[src/rtl/sysid_pkg.sv]
// rtl/sysid_pkg.sv - shared constants and parameter checks for the sysid/uptime slave
//
// Purpose: word addresses of the register map, CONTROL bit positions and the
// legal-range checks applied to the top-level parameters.
// Ports: none (package).
package sysid_pkg;

  localparam logic [2:0] SYSID_ADDR_ID      = 3'd0;
  localparam logic [2:0] SYSID_ADDR_TS      = 3'd1;
  localparam logic [2:0] SYSID_ADDR_CAPS    = 3'd2;
  localparam logic [2:0] SYSID_ADDR_SCRATCH = 3'd3;
  localparam logic [2:0] SYSID_ADDR_UP_LO   = 3'd4;
  localparam logic [2:0] SYSID_ADDR_UP_HI   = 3'd5;
  localparam logic [2:0] SYSID_ADDR_CTRL    = 3'd6;

  localparam int SYSID_CTRL_CLR = 0;

  function automatic bit sysid_data_width_ok(input int w);
    return (w == 32) || (w == 64);
  endfunction

  function automatic bit sysid_read_latency_ok(input int l);
    return (l >= 1) && (l <= 3);
  endfunction

endpackage

[src/rtl/sysid_rd_pipe.sv]
// rtl/sysid_rd_pipe.sv - fixed-depth valid/data shift pipeline for read responses
//
// Purpose: delays each captured read response by DEPTH cycles, one entry per
// cycle, so back-to-back reads come out back-to-back and in order.
// Ports:
//   clock     in   rising-edge clock
//   clear     in   synchronous clear; drops every entry in flight
//   in_valid  in   a response enters the pipe this cycle
//   in_data   in   response data captured with in_valid
//   out_valid out  response leaving the pipe
//   out_data  out  response data, forced to 0 when out_valid is 0
module sysid_rd_pipe #(
  parameter int DEPTH = 1,
  parameter int WIDTH = 32
) (
  input  logic             clock,
  input  logic             clear,
  input  logic             in_valid,
  input  logic [WIDTH-1:0] in_data,
  output logic             out_valid,
  output logic [WIDTH-1:0] out_data
);

  logic [DEPTH-1:0] vld;
  logic [WIDTH-1:0] dat [DEPTH];

  always_ff @(posedge clock) begin
    if (clear) begin
      vld <= '0;
      for (int i = 0; i < DEPTH; i++) dat[i] <= '0;
    end else begin
      vld[0] <= in_valid;
      dat[0] <= in_data;
      for (int i = 1; i < DEPTH; i++) begin
        vld[i] <= vld[i-1];
        dat[i] <= dat[i-1];
      end
    end
  end

  assign out_valid = vld[DEPTH-1];
  assign out_data  = vld[DEPTH-1] ? dat[DEPTH-1] : '0;

endmodule

[src/rtl/sysid_uptime_regs.sv]
// rtl/sysid_uptime_regs.sv - system-id slave with scratch register and uptime counter
//
// Purpose: read-only build identification words, a scratch register, a
// free-running uptime counter with an atomic LO/HI snapshot, and a
// fixed-latency pipelined read path.
// Ports:
//   clock          in   rising-edge clock
//   reset          in   synchronous, active-high reset
//   address        in   word address (3 bits)
//   read           in   read strobe, accepted every cycle
//   write          in   write strobe, accepted every cycle
//   writedata      in   write data
//   readdata       out  read data, 0 unless readdatavalid
//   readdatavalid  out  one pulse per accepted read, READ_LATENCY cycles later
module sysid_uptime_regs
  import sysid_pkg::*;
#(
  parameter logic [31:0] SYSTEM_ID    = 32'h0,
  parameter logic [31:0] TIMESTAMP    = 32'd0,
  parameter logic [31:0] CAPS         = 32'h0,
  parameter int          DATA_WIDTH   = 32,
  parameter int          UPTIME_WIDTH = 64,
  parameter int          READ_LATENCY = 1
) (
  input  logic                  clock,
  input  logic                  reset,
  input  logic [2:0]            address,
  input  logic                  read,
  input  logic                  write,
  input  logic [DATA_WIDTH-1:0] writedata,
  output logic [DATA_WIDTH-1:0] readdata,
  output logic                  readdatavalid
);

  localparam int EXT_WIDTH = 2 * DATA_WIDTH;

  if (!sysid_data_width_ok(DATA_WIDTH)) begin : g_bad_data_width
    $error("sysid_uptime_regs: DATA_WIDTH must be 32 or 64");
  end
  if (!sysid_read_latency_ok(READ_LATENCY)) begin : g_bad_read_latency
    $error("sysid_uptime_regs: READ_LATENCY must be 1..3");
  end
  if (UPTIME_WIDTH < 1 || UPTIME_WIDTH > EXT_WIDTH) begin : g_bad_uptime_width
    $error("sysid_uptime_regs: UPTIME_WIDTH must be 1..2*DATA_WIDTH");
  end

  logic [UPTIME_WIDTH-1:0] uptime;
  logic [EXT_WIDTH-1:0]    uptime_ext;
  logic [DATA_WIDTH-1:0]   scratch;
  logic [DATA_WIDTH-1:0]   shadow;
  logic [DATA_WIDTH-1:0]   rd_mux;
  logic                    clr_hit;

  assign clr_hit = write && (address == SYSID_ADDR_CTRL) && writedata[SYSID_CTRL_CLR];

  // Counter zero-extended to two bus words so LO/HI slicing is uniform
  // regardless of UPTIME_WIDTH.
  always_comb begin
    uptime_ext = '0;
    uptime_ext[UPTIME_WIDTH-1:0] = uptime;
  end

  always_ff @(posedge clock) begin
    if (reset || clr_hit) uptime <= '0;
    else                  uptime <= uptime + UPTIME_WIDTH'(1);
  end

  always_ff @(posedge clock) begin
    if (reset)                                      scratch <= '0;
    else if (write && address == SYSID_ADDR_SCRATCH) scratch <= writedata;
  end

  // HI half is latched in the same cycle LO is sampled, so a LO-then-HI
  // read pair always describes one counter value.
  always_ff @(posedge clock) begin
    if (reset)                                    shadow <= '0;
    else if (read && address == SYSID_ADDR_UP_LO) shadow <= uptime_ext[EXT_WIDTH-1:DATA_WIDTH];
  end

  // Mux sees pre-write register values, so a same-cycle read/write of one
  // address returns the old contents.
  always_comb begin
    rd_mux = '0;
    case (address)
      SYSID_ADDR_ID:      rd_mux = DATA_WIDTH'(SYSTEM_ID);
      SYSID_ADDR_TS:      rd_mux = DATA_WIDTH'(TIMESTAMP);
      SYSID_ADDR_CAPS:    rd_mux = DATA_WIDTH'(CAPS);
      SYSID_ADDR_SCRATCH: rd_mux = scratch;
      SYSID_ADDR_UP_LO:   rd_mux = uptime_ext[DATA_WIDTH-1:0];
      SYSID_ADDR_UP_HI:   rd_mux = shadow;
      default:            rd_mux = '0;
    endcase
  end

  sysid_rd_pipe #(
    .DEPTH (READ_LATENCY),
    .WIDTH (DATA_WIDTH)
  ) u_rd_pipe (
    .clock     (clock),
    .clear     (reset),
    .in_valid  (read),
    .in_data   (rd_mux),
    .out_valid (readdatavalid),
    .out_data  (readdata)
  );

endmodule

[config.mk]
export PLATFORM = sky130hd
export DESIGN_NAME = sysid_uptime_regs
export DESIGN_NICKNAME = d
export VERILOG_FILES = /design/src/rtl/sysid_pkg.sv /design/src/rtl/sysid_rd_pipe.sv /design/src/rtl/sysid_uptime_regs.sv
export SDC_FILE = /design/constraint.sdc
export NUM_CORES = 1
export LEC_CHECK = 0
export BUFFER_PORTS_ARGS = -buffer_cell sky130_fd_sc_hd__buf_4
export CORE_UTILIZATION = 55
export CTS_BUF_LIST = sky130_fd_sc_hd__clkbuf_8
export CTS_CLUSTER_SIZE = 8
export DETAILED_ROUTE_END_ITERATION = 8
export PLACE_DENSITY = 0.75
export SLEW_MARGIN = 10
export SYNTH_ARGS = -nofsm -noshare
export SYNTH_HDL_FRONTEND = slang
export SYNTH_SLANG_ARGS = --single-unit
[constraint.sdc]
create_clock -name clock -period 3.6 [get_ports clock]
set_input_delay 0.18 -clock clock [delete_from_list [all_inputs] [get_ports clock]]
set_output_delay 0.18 -clock clock [all_outputs]
set_load 0.03 [all_outputs]
Yosys cells after proc, flatten, opt, wreduce, memory -nomap -nowiden --
Memories as Yosys holds them, arrays and structs flattened. Cells that the tools add are included.
Storage, ports and cells: flip-flop bits (word level) 129, latch bits 0, RAM bits 32, memory bits (read-only) 0, input port bits 39, output and inout bits 33, logic and storage cells 23, memories kept 1
Operators by class: add/sub/neg operators 1, multiply operators 0, divide/modulo/power cells 0, magnitude comparators 0, equality and inequality tests 4, shift-type cells 0, muxes and demuxes 7, bitwise operators 0, reductions and logical operators 6
Memories:
- u_rd_pipe.dat | words 1, bits a word 32, rd ports 1, clocked after Yosys merged registers in 0, write ports 1, line sysid_rd_pipe.sv:25 | logic [WIDTH-1:0] dat [DEPTH];
Operator list (number):
- 32-bit case mux with 3 select lines | 1
- 64-bit by 1-bit adder with 64-bit output (second input constant) | 1
- 32-bit two-way mux | 2
- 32-bit OR reduction | 1
- 3-bit equality test (second input constant) | 3
- 1-bit logical AND | 4
- 1-bit two-way mux | 4
- 3-bit by 2-bit equality test with 1-bit output (second input constant) | 1
- 1-bit logical OR | 1

Depth between registers and ports, before layout --
Gate-level depths: netlist of the first run.
depth after elaboration 4, mapped depth 9, gate-level depth less buffers 6

Cells and area by module --
Synthesis of the first run repeated with hierarchy kept, for this count alone.
Unflattened totals: cells, all modules 851, area, all modules 6926.6 um^2
By module, submodules not included:
- sysid_uptime_regs | instances 1, cells each 747, area each 5821.8 um^2, seq. area each 2562.5 um^2
- sysid_rd_pipe | instances 1, cells each 104, area each 1104.8 um^2, seq. area each 660.6 um^2

Least setup slack after synthesis of the first run --
Ideal clock, no wire load.
path kind register to register, start point register uptime[0], end point register uptime[38], setup time 70 ps, arrival 1908 ps, data required time 3530 ps, path slack 1622 ps, cell stages (with the launch flop) 8, path buffers 1, period minus slack after synthesis 1978 ps, cell sequence dfxtp_1 -> ha_1 -> nand3_2 -> nor3_2 -> nand3_1 -> buf_2 -> or3_1 -> a21oi_1
Between the ends: word-level cells in the longest chain between the ends 1
Ends and longest elaborated chain:
- from (decl) | line sysid_uptime_regs.sv:47 | logic [UPTIME_WIDTH-1:0] uptime;
- from (signal assigned) | line sysid_uptime_regs.sv:65 | else uptime <= uptime + UPTIME_WIDTH'(1);
- 64-bit by 1-bit adder with 64-bit output | line sysid_uptime_regs.sv:65
No other way between the ends. A chain may end at the register's enable or synchronous reset.

Worst setup path in the final report of the first run --
start point register uptime[7], end point register uptime[47]
Same word-level chain as after synthesis.

==> results of run 1 <==
## layout make-up
cell class,count,area (um2)
multi-input combinational,607,3390
timing repair buffer,112,923
inverter,5,18.8
fill,1012,3950
tap,168,210
clock inverter,7,82.6
sequential,161,3220
clock buffer,23,317
## flip-flops by register name (all words and copies together) (netlist names)
register             flops
shadow                  32
scratch                 32
u_rd_pipe.out_valid      1
u_rd_pipe.dat           32
uptime                  64
## power by group through the flow
stage / Sequential (mW) / Combinational (mW) / Clock, mW
finish: 1.80 / 0.164 / 1.32
CTS: 1.80 / 0.159 / 1.34
global route: 1.80 / 0.176 / 1.41
detailed placement: 1.85 / 0.130 / 0
global placement: 1.84 / 0.127 / 0
floorplan: 1.84 / 0.0769 / 0
## critical path, delay by kind of cell, from the launching register on
family,cells,cell delay [ps]
AO/OA/AOI/OAI,1,170
buffers and inverters,2,580
flip-flops,1,430
AND/OR/NAND/NOR,4,1300
## cell usage after synthesis, types with 2 or more instances
library cell	instances	share of area, %
nor2_1	71	3.9
a21oi_1	95	6.9
nand4_1	21	1.9
nor2b_1	5	0.46
xor2_1	19	2.4
a22o_1	32	4.1
or4_1	8	0.88
nand4_2	2	0.36
nor3_2	2	0.29
clkbuf_1	50	2.7
o21ai_0	24	1.8
nand3_2	2	0.29
xnor2_1	13	1.7
o31ai_1	6	0.66
nor4_2	5	0.91
and3_1	6	0.55
and2_1	36	3.3
dfxtp_1	161	47
nand2_1	149	8.1
or3_1	25	2.3
or2_2	3	0.27
buf_2	8	0.58
nor3_1	3	0.22
nand3_1	30	2.2
and4_1	3	0.38
nor4_1	6	0.55
buf_1	3	0.16
a22oi_1	32	3.5
inv_1	5	0.27
## per-layer routing
| layer | GRT usage [%] | share of wire (%) | vias up |
|---|---|---|---|
| li1 | - | - | 3050 |
| met1 | 36.7 | 43 | 3094 |
| met2 | 48.8 | 48 | 270 |
| met3 | 5.69 | 6.1 | 37 |
| met4 | 13.9 | 2.9 | 0 |
| met5 | 0 | 0 | - |
## what timing repair did
action,in CTS,in global routing
endpoints found under the hold margin,33,0
hold buffers,33,0
setup endpoints to repair,0,0
setup buffers,0,0
## cells by family after synthesis
family | Yosys count | synth area share, %
XOR/XNOR | 32 | 4.08
AO/OA/AOI/OAI | 191 | 17.2
flip-flops | 161 | 47.0
buffers and inverters | 66 | 3.76
adder cells (fa/ha/maj) | 1 | 0.182
AND/OR/NAND/NOR | 383 | 27.8
## final timing paths
| check | slack [ps] | end | start |
|---|---|---|---|
| worst max-delay path | 1020 | uptime[47] | uptime[7] |
| worst min-delay path | 280 | scratch[0] | reset |
| worst max register to register | 1020 | uptime[47] | uptime[7] |
| worst min register to register | 460 | scratch[1] | scratch[1] |
## through the flow
stage	hold slack [ps]	power, mW
after floorplan	308	1.92
after detailed placement	429	1.98
after global placement	420	1.97
after CTS	245	3.30
final	279	3.29
after global routing	283	3.39
==> metrics.txt, run 1 <==
vias in the first global route=5976; R2R cell count=7; Seq pwr share=54.8%; fin crit share=71.5%; CTS Root Cell=clkbuf_8; Area growth, synth to finish=19.0%; Global Route Usage Sum=29.3%; ANT cells=0; cells after synthesis=834; Port Buffer Count=71; chip width=114 um; Max-Cap Viols=0; Max H-tree Level=4; CP max stage delay=430 ps; Initial DRC Count=570; Final Util=67.4%; CP Capture Type=register; Fin Clk Skew=10.4 ps; most common cell after layout, fill and taps aside=dfxtp_1; Residual DRC=0; P_leak=2.80 nW; Clk network pwr share=40.2%; DRT Pass-1 Iters=5; first-pass GRT wire length=29200 um; Synth Net Count=874; fmax=0.388 GHz; post-placement cell count=1020; Logic pwr share=5.0%; routability cong.=0.983; TritonCTS Buffers=17; worst skew pair latency=460 ps; Post-Place Setup Slack=1100 ps; Synth Area per Inst=8.23 um2; critical path's slowest cell=dfxtp_1; sw frac=21.9%; Power Internal=2.57 mW; post-synthesis sequential area ratio=47.0%; antenna-violating nets left=0; Worst setup SP type=register; asr flop ratio synth=0%; RSZ-0062 raised after global routing=no; final setup TNS=0 ps; Pins Over Slew Limit=0; outcome=finished, final reports clean; fin nets=944; power density over cell area=403 nW/um2; CTS resizes=0; Hold Path Class=in2reg; clk sinks=161; full die area=12900 um2; total gr overflow=0; Max-Slew Margin vs Limit=23.5%; largest net degree at the start of global routing=69; Worst EP required=3960 ps; slew of the pin with the lowest slew margin=1150 ps; Synth Flop Type=dfxtp_1; initial core utilization=56.7%; WHS Path Cells=2; crit path DAT=2940 ps; #FFs+latches synth=161; layout cells sized above 1=14.1%; crit path time final=2580 ps; CTS tree=built; Final setup viols=0; antenna violations before repair=0; routed len/inst=16.8 um; Distinct cells, synth=38; Total Routed Length=18200 um; Ys Warns=0; CTS Buffer Depth=2; Post-synth EDFFs=0; crit path cell chain=nand3_1, nor4_4, buf_4, nand3_1, buf_4, or3_1, a21oi_1; Post-DP Area=7440 um2; Setup CP Type=reg2reg; Max VDD drop=0.234 mV; placed wire-length estimate=12000 um; Ports=72; sw power=720 uW; Mapped Area=6860 um2; number of hold violations in the final report=0; Crit Path Max Fanout=13; die extent in y=114 um; Clock transition at path regs=80 ps; most frequent cells in the layout=161 x dfxtp_1, 149 x nand2_1, 95 x a21oi_1; vias per cell=5.96; Via Count=6451; Row Count=40; Final Cell Area=8170 um2; final non-filler cell total=1083; core footprint=12100 um2; PnR worst setup slack=1020 ps
Note: power is estimated with default switching activity, not from simulation.
==> run 2, diff against run 1 <==
ABC_AREA = 1   (was default)
clock period = 2.6 ns   (was 3.6 ns; I/O delays follow)
==> run 2 against run 1 <==
  * Register-to-register slack lost 280 ps
  * Wire length grew 34%
  * Sequential power grew 39%
  * Non-clock buffer count grew 2
  * Synthesized area grew 14%
  * Cell count grew 37%
  * Die area grew 14%
  * Via count grew 22%
  * Combinational power grew 65%
  * Clock skew grew 4.2 ps
  * Global-route usage grew 5.1 points
  * Synthesized cell count grew 44%
==> metrics.txt, run 2 <==
cell taking the most area after synthesis=dfxtp_1; fill count=1318; most frequent cells in the layout=347 x nand2_1, 183 x inv_1, 161 x nor2_1, 161 x dfxtp_1, 97 x a21oi_1; hold path start=writedata[3]; Max H-tree Level=4; Post-DP Area=8490 um2; fmax=0.539 GHz; CP Capture Type=register; reg2reg start=uptime[1]; Logic pwr share=5.5%; Port Buffer Count=71; worst skew pair latency=460 ps; #FFs+latches synth=161; WHS Path Cells=3; cts-stage hold buffer count=31; cells after synthesis=1203; Seq pwr share=51.2%; Hold Path Class=in2reg; clk sinks=161; Residual DRC=0; r2r setup slk=740 ps; Max VDD drop=0.340 mV; Final setup viols=0; placed wire-length estimate=17900 um; largest reg by FF count=uptime; Clock transition at path regs=90 ps; R2R cell count=10; Synth Area per Inst=6.49 um2; reg-to-reg endpoint=uptime[54]; final setup TNS=0 ps; Max-Slew Margin vs Limit=47.0%; initial core utilization=56.3%; RSZ-0062 raised after global routing=no; max reg flops=64; crit path time final=1860 ps; Area growth, synth to finish=18.6%; Synth Flop Type=dfxtp_1; synth cell count leaders=348 x nand2_1, 182 x inv_1, 162 x nor2_1, 161 x dfxtp_1, 97 x a21oi_1; Initial DRC Count=568; most common cell after layout, fill and taps aside=nand2_1; Clk network pwr share=43.2%; Max-Cap Viols=0; Pins Over Slew Limit=0; Synth Net Count=1243; Worst Hold Path EP=scratch[3]; most common cell in the synthesized netlist=nand2_1; Worst setup SP type=register; Ports=72; post-synthesis sequential area ratio=41.3%; layout cells sized above 1=11.5%; number of hold violations in the final report=0; first-pass GRT wire length=38200 um; asr flop ratio synth=0%; antenna-violating nets left=0; Synth top area share=41.3%; sw power=1.16 mW; post-CTS setup buffers=0; CTS Buffer Depth=2; Setup CP Type=reg2reg; Crit Path Max Fanout=4; antenna violations before repair=0; TritonCTS Buffers=17; chip width=121 um; Via Count=7886; Ys Warns=0; outcome=finished, final reports clean; CTS Root Cell=clkbuf_8; vias per cell=5.31; Total Routed Length=24400 um; Final Cell Area=9270 um2; fin crit share=71.4%; core footprint=13900 um2; Post-synth EDFFs=0; full die area=14700 um2; Distinct cells, synth=30; routed len/inst=16.4 um; Power Internal=3.71 mW; sw frac=23.8%; Fin Clk Skew=14.7 ps; Row Count=43; CTS resizes=0; total gr overflow=0; fin nets=1332; routability cong.=1.02; Global Route Usage Sum=34.5%; P_leak=3.93 nW; largest cells by area after synthesis=dfxtp_1 41%, nand2_1 17%, inv_1 8.7%; CTS tree=built; die extent in y=121 um; DRT Pass-1 Iters=7; Mapped Area=7810 um2; slew of the pin with the lowest slew margin=793 ps; vias in the first global route=7334; crit path DAT=2210 ps; ANT cells=0; power density over cell area=526 nW/um2; Worst EP required=2960 ps; largest net degree at the start of global routing=64
run 2: cell types whose count changed after synthesis, sizes merged, moves of 15 or more:
cell,before,now
nor2,71,178
inv,5,184
o21ai,24,47
nand2,149,360
a22oi,32,0
clkbuf,50,35
and2,36,2
or3,25,0
nand3,32,67
o221ai,0,25
a22o,32,0
run 2: cell type report:
class	count	area (um2)	area share (%)
tap	180	225	2.43
clock inverter	13	203	2.19
clock buffer	19	262	2.82
inverter	185	694	7.49
timing repair buffer	114	933	10.1
multi-input combinational	813	3730	40.2
sequential	161	3220	34.8
run 2: power by group through the flow:
stage | sequential, mW | clock (mW) | combinational, mW
floorplan | 2.56 | 0 | 0.130
global placement | 2.55 | 0 | 0.223
detailed placement | 2.56 | 0 | 0.226
CTS | 2.50 | 2.12 | 0.264
global route | 2.50 | 2.21 | 0.292
finish | 2.50 | 2.11 | 0.270
run 2: worst max-delay path, stage by stage, from the launching register on:
cell and delay (ps):
dfxtp_1 380, ha_1 210, nand3_1 110, nor2_1 230
nand3_1 290, inv_2 180, nand2_1 80, nor2_1 120
nand2_1 60, nand2_1 60, nor2_1 40
run 2: metrics by stage:
| stage | power, mW | utilization, % | hold WS (ps) | setup WS [ps] | std cells |
|---|---|---|---|---|---|
| after floorplan | 2.69 | - | 297 | 1130 | 1203 |
| after global placement | 2.78 | 61.2 | 403 | 781 | 1422 |
| after detailed placement | 2.78 | 61.2 | 410 | 787 | 1422 |
| after CTS | 4.88 | 66.8 | 9.67 | 777 | 1485 |
| after global routing | 5.01 | 66.8 | 8.71 | 581 | 1485 |
| final | 4.87 | 66.8 | 11.0 | 744 | 1485 |
run 2: kinds of logic (layout without fill, tap and decap cells):
logic type | count (synthesis) | after routing | synth area share [%]
AND/OR/NAND/NOR | 622 | 622 | 33.3
adder cells (fa/ha/maj) | 1 | 1 | 0.160
flip-flops | 161 | 161 | 41.3
AO/OA/AOI/OAI | 184 | 184 | 13.5
buffers and inverters | 229 | 331 | 11.2
XOR/XNOR | 6 | 6 | 0.673
run 2: layer usage:
layer  vias up  track usage (%)  wire length, um
met2       277             59.3            11700
met4         0             18.0             1070
met5         -                0                0
li1       3934                -                -
met3        62             4.93             1430
met1      3613             41.6            10200
run 2: worst max-delay path by stage:
stage          startpoint         end  slack [ps]  cells after the start
2_1_floorplan   uptime[1]  uptime[56]        1130                     10
3_3_place_gp    uptime[1]  uptime[54]         780                     10
3_5_place_dp    uptime[1]  uptime[54]         790                     10
4_1_cts         uptime[1]  uptime[54]         780                     10
5_1_grt        uptime[44]  uptime[55]         580                      9
6_report        uptime[1]  uptime[54]         740                     10
